==> config.mk <==
export PLATFORM = sky130hd
export DESIGN_NAME = switch_allocator_flat
export DESIGN_NICKNAME = d
export VERILOG_FILES = /design/src/rtl/switch_allocator_if.sv /design/src/rtl/switch_allocator.sv /design/src/flat_wrapper.sv
export SDC_FILE = /design/constraint.sdc
export NUM_CORES = 1
export LEC_CHECK = 0
export ABC_AREA = 1
export CORE_MARGIN = 2
export CORE_UTILIZATION = 35
export DETAILED_ROUTE_END_ITERATION = 7
export PLACE_DENSITY = 0.8
export SLEW_MARGIN = 20
export SYNTH_ARGS = -nofsm -noshare
export SYNTH_HDL_FRONTEND = slang
export SYNTH_SLANG_ARGS = --single-unit
export TNS_END_PERCENT = 5
==> constraint.sdc <==
create_clock -name clk -period 2.3 [get_ports clk]
set_input_delay 0.23 -clock clk [delete_from_list [all_inputs] [get_ports clk]]
set_output_delay 0.23 -clock clk [all_outputs]
set_load 0.02 [all_outputs]
==> src/rtl/switch_allocator_if.sv <==
// Request/grant bundle between the input stage, the switch allocator and the crossbar.
// The slave side is the allocator; the master side is whatever drives requests and handshakes.
interface switch_allocator_if #(
  parameter int INPUTS        = 4,
  parameter int OUTPUTS       = 4,
  parameter int REQUEST_WIDTH = 32
);
  logic [INPUTS-1:0][REQUEST_WIDTH-1:0]  request;
  logic [INPUTS-1:0]                     request_valid;
  logic [INPUTS-1:0]                     valid_in;
  logic [INPUTS-1:0]                     ready_in;
  logic [INPUTS-1:0]                     tail_in;
  logic [OUTPUTS-1:0][REQUEST_WIDTH-1:0] routeSelect;
  logic [OUTPUTS-1:0]                    outputBusy;
  logic [INPUTS-1:0]                     PortReserved;
  logic                                  err_bad_dest;

  modport master (
    output request, request_valid, valid_in, ready_in, tail_in,
    input  routeSelect, outputBusy, PortReserved, err_bad_dest
  );

  modport slave (
    input  request, request_valid, valid_in, ready_in, tail_in,
    output routeSelect, outputBusy, PortReserved, err_bad_dest
  );
endinterface

==> src/rtl/switch_allocator.sv <==
// Per-output round-robin switch allocator: grants a whole-packet path from an input to an
// output on a head-flit request and releases it on the tail handshake of the owning input.
module switch_allocator #(
  parameter int INPUTS        = 4,
  parameter int OUTPUTS       = 4,
  parameter int REQUEST_WIDTH = 32
) (
  input logic              clk,
  input logic              rst_n,
  switch_allocator_if.slave bus
);

  localparam int IDX_W  = (INPUTS  > 1) ? $clog2(INPUTS)  : 1;
  localparam int DEST_W = (OUTPUTS > 1) ? $clog2(OUTPUTS) : 1;

  typedef enum logic [0:0] {
    ST_IDLE = 1'b0,
    ST_BUSY = 1'b1
  } state_e;

  state_e                                r_state [OUTPUTS];
  state_e                                w_state_nxt [OUTPUTS];
  logic [OUTPUTS-1:0][REQUEST_WIDTH-1:0] r_route_sel;
  logic [OUTPUTS-1:0][IDX_W-1:0]         r_rr_ptr;
  logic [INPUTS-1:0]                     r_reserved;
  logic                                  r_err;

  logic [OUTPUTS-1:0][INPUTS-1:0]        w_elig;
  logic                                  w_bad;
  logic [OUTPUTS-1:0]                    w_grant;
  logic [OUTPUTS-1:0][IDX_W-1:0]         w_winner;
  logic [IDX_W-1:0]                      w_cand;
  logic [OUTPUTS-1:0]                    w_take;
  logic [OUTPUTS-1:0]                    w_release;
  logic [INPUTS-1:0]                     w_reserved_nxt;

  // Sort unreserved head requests into per-output eligibility; the full-width compare
  // makes any nonzero upper bit a bad destination.
  always_comb begin
    w_elig = '0;
    w_bad  = 1'b0;
    for (int i = 0; i < INPUTS; i++) begin
      if (bus.request_valid[i] && !r_reserved[i]) begin
        if (bus.request[i] < REQUEST_WIDTH'(OUTPUTS)) begin
          w_elig[bus.request[i][DEST_W-1:0]][i] = 1'b1;
        end else begin
          w_bad = 1'b1;
        end
      end else begin
        w_bad = w_bad;
      end
    end
  end

  // Round-robin pick per output, scanning upward from the pointer with wraparound.
  always_comb begin
    w_grant  = '0;
    w_winner = '0;
    w_cand   = '0;
    for (int o = 0; o < OUTPUTS; o++) begin
      for (int k = 0; k < INPUTS; k++) begin
        w_cand = IDX_W'((int'(r_rr_ptr[o]) + k) % INPUTS);
        if (!w_grant[o] && w_elig[o][w_cand]) begin
          w_grant[o]  = 1'b1;
          w_winner[o] = w_cand;
        end else begin
          w_grant[o]  = w_grant[o];
        end
      end
    end
  end

  // Per-output IDLE/BUSY next state; a grant is taken only from IDLE, release only from BUSY.
  always_comb begin
    w_take    = '0;
    w_release = '0;
    for (int o = 0; o < OUTPUTS; o++) begin
      w_state_nxt[o] = r_state[o];
      case (r_state[o])
        ST_IDLE: begin
          w_take[o]      = w_grant[o];
          w_state_nxt[o] = w_grant[o] ? ST_BUSY : ST_IDLE;
        end
        ST_BUSY: begin
          w_release[o]   = bus.valid_in[r_route_sel[o][IDX_W-1:0]] &
                           bus.ready_in[r_route_sel[o][IDX_W-1:0]] &
                           bus.tail_in[r_route_sel[o][IDX_W-1:0]];
          w_state_nxt[o] = w_release[o] ? ST_IDLE : ST_BUSY;
        end
        default: begin
          w_state_nxt[o] = ST_IDLE;
        end
      endcase
    end
  end

  // An input requests one output only, so a set and a clear never hit the same bit.
  always_comb begin
    w_reserved_nxt = r_reserved;
    for (int o = 0; o < OUTPUTS; o++) begin
      if (w_take[o]) begin
        w_reserved_nxt[w_winner[o]] = 1'b1;
      end else if (w_release[o]) begin
        w_reserved_nxt[r_route_sel[o][IDX_W-1:0]] = 1'b0;
      end else begin
        w_reserved_nxt = w_reserved_nxt;
      end
    end
  end

  // State, path, pointer and sticky error registers.
  always_ff @(posedge clk or negedge rst_n) begin
    if (!rst_n) begin
      for (int o = 0; o < OUTPUTS; o++) begin
        r_state[o] <= ST_IDLE;
      end
      r_route_sel <= '0;
      r_rr_ptr    <= '0;
      r_reserved  <= '0;
      r_err       <= 1'b0;
    end else begin
      for (int o = 0; o < OUTPUTS; o++) begin
        r_state[o] <= w_state_nxt[o];
        if (w_take[o]) begin
          r_route_sel[o] <= REQUEST_WIDTH'(w_winner[o]);
          r_rr_ptr[o]    <= IDX_W'((int'(w_winner[o]) + 1) % INPUTS);
        end
      end
      r_reserved <= w_reserved_nxt;
      r_err      <= r_err | w_bad;
    end
  end

  // Stale routeSelect after release is intentional; outputBusy qualifies it.
  always_comb begin
    for (int o = 0; o < OUTPUTS; o++) begin
      bus.outputBusy[o] = (r_state[o] == ST_BUSY);
    end
  end

  assign bus.routeSelect  = r_route_sel;
  assign bus.PortReserved = r_reserved;
  assign bus.err_bad_dest = r_err;

endmodule
==> src/flat_wrapper.sv <==
// flat-port wrapper written by rule: the top's interface ports become plain ports
module switch_allocator_flat 
#(
  parameter int INPUTS        = 4,
  parameter int OUTPUTS       = 4,
  parameter int REQUEST_WIDTH = 32
)
  (clk, rst_n, bus_request, bus_request_valid, bus_valid_in, bus_ready_in, bus_tail_in, bus_routeSelect, bus_outputBusy, bus_PortReserved, bus_err_bad_dest);
  switch_allocator_if #(.INPUTS(INPUTS), .OUTPUTS(OUTPUTS), .REQUEST_WIDTH(REQUEST_WIDTH)) bus_i ();
  input logic clk;
  input logic rst_n;
  input wire logic [$bits(bus_i.request)-1:0] bus_request;
  input wire logic [$bits(bus_i.request_valid)-1:0] bus_request_valid;
  input wire logic [$bits(bus_i.valid_in)-1:0] bus_valid_in;
  input wire logic [$bits(bus_i.ready_in)-1:0] bus_ready_in;
  input wire logic [$bits(bus_i.tail_in)-1:0] bus_tail_in;
  output wire logic [$bits(bus_i.routeSelect)-1:0] bus_routeSelect;
  output wire logic [$bits(bus_i.outputBusy)-1:0] bus_outputBusy;
  output wire logic [$bits(bus_i.PortReserved)-1:0] bus_PortReserved;
  output wire logic [$bits(bus_i.err_bad_dest)-1:0] bus_err_bad_dest;
  assign bus_i.request = bus_request;
  assign bus_i.request_valid = bus_request_valid;
  assign bus_i.valid_in = bus_valid_in;
  assign bus_i.ready_in = bus_ready_in;
  assign bus_i.tail_in = bus_tail_in;
  assign bus_routeSelect = bus_i.routeSelect;
  assign bus_outputBusy = bus_i.outputBusy;
  assign bus_PortReserved = bus_i.PortReserved;
  assign bus_err_bad_dest = bus_i.err_bad_dest;
  switch_allocator #(.INPUTS(INPUTS), .OUTPUTS(OUTPUTS), .REQUEST_WIDTH(REQUEST_WIDTH)) u_core (.clk(clk), .rst_n(rst_n), .bus(bus_i));
endmodule
==> flow_summary.toml <==
[run_status]
status = "finished with violations"
violations = "setup timing"

[die]
core_region_area_mm2 = 0.0126
dieHeight_um = 118
row_count = 41
dieArea_mm2 = 0.0138
initial_core_util = 0.357
fp.dieW_um = 118
io_pins = 283

[power]
total_power_w = 0.00161
powerDensity_mw_per_mm2 = 231
vdd_drop_max_uv = 264
p_leak_nw = 3.63

[timing]
finalSetupTns_ns = -1.36
min_period_over_period = 1.13
fin_ws_ns = -0.291
fmax_ghz = 0.386
whs_ns = 0.321
clock_skew_ns = 0.00405
rsz0062_at_grt = "yes"
maxSlewViolCount = 0
final.min_clock_period_ns = 2.59
hold_viol = 0
final-setup-viol-count = 7

[critical_path]
cp_common_cell = "nand2_1"
worst_setup_path_end_kind = "register"
path_cells = "nor2_4 > nand2_2 > nor2_4 > nand3_1 > nand2_2 > nand2_2 > nand2_2 > nand3_2 > nand2_1 > nand2_1 > nand2_1 > nand2_1 > o21a_4 > ha_2 > or2_4 > nand3_2 > nand3_2 > nand2_2 > nand2_1 > nand2_1 > a21oi_2"
max_stage_delay_ns = 0.43
critPathLaunchType = "register"
critPathSlowestCell = "dfrtp_2"
worstPathRequired_ns = 2.46
cp_max_fo = 4
crit_type = "reg -> reg"
cp.arrival_ns = 2.75

[route]
wl_per_cell_um = 12.3
drt_iter0_drc = 376
viasPerCell = 4.58
via_count = 5453
drc = 0
first_pass_iters = 5
ant_nets = 0
routed_wl_mm = 14.6

[clock_network]
max-clock-path-buffers = 2
hold_buffers = 0
clkSlewWorstSetupHoldPaths_ns = 0.08
h-tree-depth = 1
cts_buffers = 3
insertion_delay_ns = 0.27
root_buffer = "clkbuf_16"
cts_tree = "built"
clkSinkCount = 25

[placement]
routabilityCongestion = 0.918
place_ws_ns = -0.764
place_area_mm2 = 0.00653
dp.final_hpwl_mm = 11.7
io_buffers = 162

[synth]
ys_seq_elements = 25
synth_ff_type = "dfrtp_1"
ys_seq_area_frac = 0.139
yosysWarnings = 0
syn_inst = 756
async_flop_share = 1.00
synth_edf_count = 0
syn_area_mm2 = 0.00451
syn_avg_cell_area_um2 = 5.96
synthDistinctLibCells = 52

[cells_and_area]
antenna_cells = 0
fillCellCount = 1255
final_common_cell = "nand2_1"
multi_input_area_mm2 = 0.00346
final_cell_mix = "166 x nand2_1, 120 x conb_1, 114 x dlygate4sd2_1, 99 x buf_4, 94 x nor2_1"
drive_above_1_share = 0.250
seq_area_um2 = 631
final_area_mm2 = 0.00700
num-nets-final = 1181
area_growth_syn_to_layout_pct = 55.3

[global_routing]
overflow = 0
antenna_found_initial = 0
grt_pass1_vias = 5146
grt_start_max_net_pins = 26
grt.total_usage = 0.199
grt_pass1_wl_mm = 23.3

[hold_path]
hp-class = "in -> async"

[run]
drv_cap = 0
==> per-layer routing <==
layer | GRT usage | vias to the layer above | wire (µm) | part of all wire
met2 | 0.363 | 264 | 7320 | 0.50
met3 | 0.0291 | 26 | 1180 | 0.080
met5 | 0 | - | 0 | 0
met1 | 0.247 | 2461 | 5910 | 0.40
met4 | 0.0474 | 0 | 237 | 0.016
li1 | - | 2702 | - | -
==> area by class of cell <==
class / instances / area share
clock inverter: 1 / 0.00107
tap: 172 / 0.0307
clock buffer: 3 / 0.0107
timing repair buffer: 267 / 0.327
inverter: 83 / 0.0457
sequential: 25 / 0.0901
multi-input combinational: 639 / 0.495
==> Yosys cell counts (all sizes together), types with 2 or more instances <==
| cell | count | area share |
|---|---|---|
| nand2 | 209 | 0.18 |
| buf | 126 | 0.21 |
| nor2 | 113 | 0.10 |
| inv | 80 | 0.067 |
| nand3 | 64 | 0.077 |
| o21ai | 34 | 0.044 |
| dfrtp | 25 | 0.14 |
| ha | 16 | 0.044 |
| a21oi | 12 | 0.017 |
| nand4 | 12 | 0.018 |
| or2 | 11 | 0.016 |
| nor3 | 7 | 0.0089 |
| o22ai | 7 | 0.0097 |
| a221oi | 6 | 0.012 |
| a22oi | 5 | 0.0083 |
| xor2 | 4 | 0.0094 |
| clkinv | 3 | 0.0028 |
| o21a | 3 | 0.0053 |
| a31oi | 2 | 0.0028 |
| clkbuf | 2 | 0.0019 |
| mux2i | 2 | 0.0044 |
| nor4 | 2 | 0.0028 |
| o221ai | 2 | 0.0039 |
==> through the flow <==
stage                util  std cells
floorplan               -        875
global placement    0.517       1160
detailed placement  0.517       1160
CTS                 0.545       1185
global route        0.555       1190
finish              0.555       1190
==> kinds of logic after synthesis <==
kind of cell / count (synthesis) / share of synthesized area
compound gates: 77 / 0.117
xor+xnor: 5 / 0.0114
fa+ha+maj: 16 / 0.0444
buf+inv: 211 / 0.280
flops: 25 / 0.139
mux: 2 / 0.00444
other cells: 1 / 0.000832
simple gates: 419 / 0.404
==> worst paths after layout <==
kind / cells past startpoint / endpoint / start / slack (ns)
setup / recovery: 21 / u_core.bus.PortReserved[0]$_DFF_PN0_ / u_core.bus.PortReserved[3]$_DFF_PN0_ / -0.29
hold / removal: 2 / u_core.bus.routeSelect[1]$_DFFE_PN0N_ / rst_n / 0.32
setup reg to reg: 21 / u_core.bus.PortReserved[0]$_DFF_PN0_ / u_core.bus.PortReserved[3]$_DFF_PN0_ / -0.29
hold reg to reg: 1 / u_core.bus.routeSelect[0]$_DFFE_PN0N_ / u_core.bus.outputBusy[0]$_DFF_PN0_ / 0.51
max in group asynchronous: 2 / u_core.bus.PortReserved[1]$_DFF_PN0_ / rst_n / 1.69
min in group clk: 1 / u_core.bus.routeSelect[0]$_DFFE_PN0N_ / u_core.bus.outputBusy[0]$_DFF_PN0_ / 0.51
==> where the power goes <==
group          internal, W  switching (W)
combinational     0.000284       0.000425
clock             0.000238       0.000191
sequential        0.000461      0.0000162
total             0.000982       0.000632
==> registers in the layout (all words and copies together), names as in the netlist <==
register                 count
u_core.bus.err_bad_dest      1
u_core.bus.PortReserved      4
u_core.bus.outputBusy        4
u_core.r_rr_ptr              8
u_core.bus.routeSelect       8
==> timing repair <==
| action | 4_1_cts | 5_1_grt |
|---|---|---|
| buffers inserted | 21 | 5 |
| setup endpoints to repair | 14 | 16 |
| pin swaps | 188 | 42 |
| resized for setup | 198 | 25 |
==> critical path: cells and delay by family, from the launching register on <==
family | cells | cell delay, ns
compound gates | 2 | 0.20
fa+ha+maj | 1 | 0.16
flops | 1 | 0.43
simple gates | 18 | 1.69
(Power assumes the default switching activity.)
